**config.mk**
```make
export PLATFORM = sky130hd
export DESIGN_NAME = io_tile_bank
export DESIGN_NICKNAME = d
export VERILOG_FILES = /design/src/rtl/io_tile_bank.sv
export SDC_FILE = /design/constraint.sdc
export NUM_CORES = 1
export LEC_CHECK = 0
export BUFFER_PORTS_ARGS = -buffer_cell sky130_fd_sc_hd__buf_2
export CAP_MARGIN = 10
export CORE_MARGIN = 4
export CORE_UTILIZATION = 53
export CTS_CLUSTER_DIAMETER = 30
export DETAILED_ROUTE_END_ITERATION = 8
export GPL_ROUTABILITY_DRIVEN = 0
export PLACE_DENSITY = 0.76
export REMOVE_ABC_BUFFERS = 1
export SLEW_MARGIN = 20
export SYNTH_ARGS = -nofsm -noshare
export SYNTH_HDL_FRONTEND = slang
export SYNTH_SLANG_ARGS = --single-unit
```
**constraint.sdc**
```tcl
create_clock -name clock -period 1.7 [get_ports clock]
set_input_delay 0.34 -clock clock [delete_from_list [all_inputs] [get_ports clock]]
set_output_delay 0.34 -clock clock [all_outputs]
set_load 0.02 [all_outputs]
```
**src/rtl/io_tile_bank.sv**
```systemverilog
// IO tile bank: serial config chain with shadow/active config and
// per-pin output/input data paths (optionally registered, invertible).
module io_tile_bank #(
    parameter int IO_COUNT = 2
) (
    input  logic                clock,
    input  logic                reset,
    input  logic                config_in,
    output logic                config_out,
    input  logic                config_enable,
    input  logic                config_commit,
    output logic                config_ready,
    output logic                config_error,
    input  logic [IO_COUNT-1:0] data_from_io,
    output logic [IO_COUNT-1:0] data_to_io,
    output logic [IO_COUNT-1:0] data_oe,
    input  logic [IO_COUNT-1:0] data_from_ic,
    output logic [IO_COUNT-1:0] data_to_ic
);

    localparam int CFG_BITS = 4 * IO_COUNT;
    localparam int CNT_W    = $clog2(CFG_BITS + 1);
    localparam logic [CNT_W-1:0] CNT_FULL = CNT_W'(CFG_BITS);

    logic [CFG_BITS-1:0] sr;
    logic [CFG_BITS-1:0] act;
    logic [CNT_W-1:0]    cnt;
    logic [IO_COUNT-1:0] oq;
    logic [IO_COUNT-1:0] iq;
    logic                err_q;
    logic                accept;

    assign config_out   = sr[CFG_BITS-1];
    assign config_ready = (cnt == CNT_FULL);
    assign config_error = err_q;
    assign accept       = config_commit && config_ready;

    always_ff @(posedge clock or posedge reset) begin
        if (reset) begin
            sr    <= '0;
            act   <= '0;
            cnt   <= '0;
            oq    <= '0;
            iq    <= '0;
            err_q <= 1'b0;
        end else begin
            oq    <= data_from_ic;
            iq    <= data_from_io;
            err_q <= config_commit && !config_ready;
            if (config_enable)
                sr <= {sr[CFG_BITS-2:0], config_in};
            // a shift coinciding with an accepted commit counts toward the next load
            if (accept) begin
                act <= sr;
                cnt <= config_enable ? CNT_W'(1) : '0;
            end else if (config_enable && !config_ready) begin
                cnt <= cnt + 1'b1;
            end
        end
    end

    always_comb begin
        data_to_io = '0;
        data_oe    = '0;
        data_to_ic = '0;
        for (int i = 0; i < IO_COUNT; i++) begin
            data_oe[i] = act[4*i];
            if (act[4*i])
                data_to_io[i] = (act[4*i+1] ? oq[i] : data_from_ic[i]) ^ act[4*i+3];
            data_to_ic[i] = act[4*i+2] ? iq[i] : data_from_io[i];
        end
    end

endmodule

```
; After elaboration in Yosys (flattened, before gate mapping)
; Index checks and enable logic that the tools add are counted.
[totals]
register_bits = 25
input_bits = 9
out_inout_bits = 9
elab_cells = 24
[op_classes]
add_sub_neg = 1
n_eq_ne = 1
muxes = 9
bitwise_logic = 2
reduce_logical = 5
[op_table]
columns = operator, count
row1 = two-way mux 4 bit, 2
row2 = two-way mux 1 bit, 7
row3 = adder 4 x 1 -> 4 bit (second input constant), 1
row4 = equality test 4 bit (second input constant), 1
row5 = logical AND 1 bit, 3
row6 = nonzero test 2 bit, 1
row7 = bitwise XOR 1 bit, 2
row8 = zero test 1 bit, 1

; Logic depth before layout (Yosys ltp)
[logic_depth]
ltp_word = 5
depth_mapped = 6
mapped_depth_nobuf = 5

; Worst setup path before layout
; No wires, ideal clock.
[synth_timing]
path_kind = reg-to-reg
start = reg cnt[0]
end = reg cnt[1]
setup_time_ns = 0.125
arrival_ns = 1.282
required_time_ns = 1.575
path_slack_ns = 0.292
path_stages_with_launch = 6
n_path_buf = 0
synth_period_minus_slack_ns = 1.408
path_cell_list = dfrtp_1 inv_1 ha_1 nand3b_1 a21boi_2 mux2_4
[synth_via]
elab_chain_cells = 4
word_cells_on_any_way = 8
cone_classes = 1 x add/sub / 1 x eq/ne / 2 x mux / 4 x reduce/logical
[synth_lines]
columns = element, line
row1 = start: declaration, 27  ; logic [CNT_W-1:0] cnt;
row2 = start signal: assignment, 55  ; cnt <= config_enable ? CNT_W'(1) : '0;
row3 = start signal: assignment, 57  ; cnt <= cnt + 1'b1;
row4 = branches (longest 4 deep; another with adder 4 x 1 -> 4 bit), --
; Parallel ways; which one is timed is not known. The select of a mux whose other input is x is not followed.
; A chain may end at the register's enable or synchronous reset.

; Final worst setup path
[layout_timing]
start = reg act[1]
end = out data_to_io[0]
[layout_via]
elab_chain_cells = 3
[layout_lines]
columns = element, line
row1 = start: declaration, 26  ; logic [CFG_BITS-1:0] act;
row2 = start signal: assignment, 54  ; act <= sr;
row3 = two-way mux 1 bit, 69  ; data_to_io[i] = (act[4*i+1] ? oq[i] : data_from_ic[i]) ^ act[4*i+3];
row4 = bitwise XOR 1 bit, 69
row5 = two-way mux 1 bit, 68  ; if (act[4*i])
row6 = end: declaration, 15  ; output logic [IO_COUNT-1:0] data_to_io,
; Every way passes these cells.

==> results.json <==
{
  "numCtsBuffers": 3,
  "internal-power_w": 0.00136,
  "ys_seq_area_frac": 0.575,
  "min_period_ns": 1.67,
  "ir_drop_mv": 0.756,
  "grtUsageTotal": 0.138,
  "wl_per_cell_um": 13.4,
  "drive_gt1_frac": 0.520,
  "p_comb_frac": 0.398,
  "port_buffers": 17,
  "slew_viol_final": 0,
  "cts_tree": "yes",
  "ant_nets": 0,
  "synth-edff-count": 0,
  "slew_headroom": 0.792,
  "r2r-start": "cnt[1]$_DFFE_PP0P_",
  "hold_violations": 0,
  "synthCells": 73,
  "vias": 633,
  "htreeDepth": 1,
  "ios": 18,
  "maxCapViolations": 0,
  "rows": 16,
  "netlist_area_um2": 1090,
  "grt_overflow": 0,
  "finalWirelength_um": 1670,
  "crit_type": "reg2out",
  "p_per_area_nw_per_um2": 1540,
  "clk_latency_ns": 0.32,
  "power_frac_seq": 0.470,
  "fin_crit_sh": 0.980,
  "initial_core_util": 0.555,
  "viasPerCell": 5.06,
  "final-setup-viol-count": 0,
  "ys_warn_count": 0,
  "cp.arrival_ns": 1.33,
  "cp-end-kind": "output pin",
  "power.switching_w": 0.000622,
  "root_buffer": "clkbuf_4",
  "fp.dieH_um": 53.3,
  "stdcell_count": 125,
  "die_w_um": 53.3,
  "clock_path_buffers": 2,
  "finalSetupTns_ns": 0,
  "diodes": 0,
  "dr.pass1.iters": 2,
  "fp.dieArea_um2": 2840,
  "ys_types": 23,
  "dp_cells": 116,
  "syn_avg_cell_area_um2": 14.9,
  "cp.required_ns": 1.36,
  "antenna_found_initial": 0,
  "synth_ff_type": "dfrtp_1",
  "fin_nets": 110,
  "drtIter0Drc": 2,
  "rsz0062_at_grt": "yes",
  "fmax_mhz": 601,
  "route.detailed.drc": 0,
  "dp_hpwl_um": 1150,
  "grt_pass1_vias": 638,
  "worst_pin_slew_ns": 0.313,
  "cp_max_fo": 2,
  "grt_max_degree": 26,
  "clkSinkCount": 25,
  "core_um2": 1960,
  "power_frac_clock": 0.132,
  "cp-start-kind": "flop",
  "swShare": 0.314,
  "syn_to_final_growth_pct": 18.0,
  "synth_seq_cells": 25,
  "worstSetupStartpoint": "act[1]$_DFFE_PP0P_",
  "leakagePower_nw": 0.645,
  "outcome": "finished, final reports clean",
  "ys_async_sr_fraction": 1.00,
  "skew_ns": 0.0181,
  "path_clk_slew_ns": 0.14,
  "hold_class": "in2async",
  "grt_pass1_wl_um": 2750
}
-- placed cells by master, fill, tap and decap left out, drive strengths merged --
master  count
a21boi      1
a21o        1
a21oi       1
a311oi      1
and2        3
buf        25
clkbuf      3
clkinv      1
dfrtp      25
ha          2
inv         4
mux2       19
mux2i       2
nand2       1
nand3       1
nand3b      1
nand4       1
nand4b      1
nor3        1
nor3b       1
o21ai       1
xnor2       2
-- path summary, 6_finish.rpt --
path | cells past startpoint | to | slack, ns
worst max-delay path | 4 | data_to_io[0] | 0.03
worst min-delay path | 3 | oq[0]$_DFF_PP0_ | 0.03
worst max register to register | 6 | cnt[1]$_DFFE_PP0P_ | 0.18
worst min register to register | 1 | act[2]$_DFFE_PP0P_ | 0.54
max in group asynchronous | 3 | sr[7]$_DFFE_PP0P_ | 1.41
min in group clock | 1 | oq[0]$_DFF_PP0_ | 0.13
-- area by class of cell --
class                           instances  area [µm²]
Sequential cell                        25         626
Multi-Input combinational cell         40         419
Clock buffer                            3        22.5
Clock inverter                          1        5.00
Tap cell                               27        33.8
Inverter                                4        15.0
Fill cell                             173         677
Timing Repair Buffer                   25         164
-- repair_timing --
action / 4_1_cts / 5_1_grt
gates resized for setup: 0 / 7
hold endpoints to repair: 0 / 0
pin swaps: 0 / 3
endpoints found under the setup margin: 2 / 3
hold buffers: 0 / 0
buffers inserted: 2 / 3
-- layer usage --
layer,vias up,GRT usage,wire length (µm),share of wire
li1,299,-,-,-
met1,320,0.164,745,0.45
met2,12,0.224,836,0.50
met3,2,0.0507,79,0.047
met4,0,0.0511,8,0.0048
met5,-,0,0,0
-- Yosys cell counts, types with 2 or more instances --
| cell | n | area share |
|---|---|---|
| mux2_4 | 9 | 0.12 |
| mux2i_1 | 2 | 0.018 |
| xnor2_1 | 2 | 0.016 |
| buf_4 | 2 | 0.014 |
| dfrtp_1 | 25 | 0.57 |
| inv_1 | 4 | 0.014 |
| mux2_2 | 10 | 0.10 |
| ha_1 | 2 | 0.023 |
| and2_1 | 3 | 0.017 |
-- state kept, by name (all words and copies together) (netlist names) --
| register | cells |
|---|---|
| oq | 2 |
| config_error | 1 |
| iq | 2 |
| sr | 8 |
| act | 8 |
| cnt | 4 |
-- power by group through the flow --
stage                     Sequential, W  Clock, W  Combinational (W)
after floorplan                0.000964         0           0.000467
after global placement         0.000937         0           0.000654
after detailed placement       0.000950         0           0.000679
after CTS                      0.000936  0.000269           0.000701
after global routing           0.000956  0.000298           0.000859
final                          0.000930  0.000261           0.000788
-- critical path: stages (launching register included) --
cell	delay, ns
dfrtp_1	0.39
mux2i_1	0.22
xnor2_1	0.13
and2_1	0.15
buf_6	0.12
-- cells by family after synthesis --
group	Yosys count	share of synthesized area
AND/OR/NAND/NOR	10	0.0575
flip-flops	25	0.575
adder cells (fa/ha/maj)	2	0.0230
AO/OA/AOI/OAI	5	0.0402
XOR/XNOR	2	0.0161
multiplexers	21	0.246
buffers and inverters	8	0.0425
-- through the flow --
stage | utilization | hold WS, ns | worst slack (ns) | instance area, µm² | power (W)
final | 0.655 | 0.0295 | 0.0347 | 1280 | 0.00198
after global routing | 0.655 | 0.0582 | -0.0819 | 1280 | 0.00211
after CTS | 0.633 | 0.0338 | 0.00205 | 1240 | 0.00191
after detailed placement | 0.611 | 0.401 | 0.186 | 1200 | 0.00163
after global placement | 0.611 | 0.396 | 0.298 | 1200 | 0.00159
after floorplan | - | 0.367 | -0.147 | 1060 | 0.00143
Note: power is estimated with default switching activity, not from simulation.
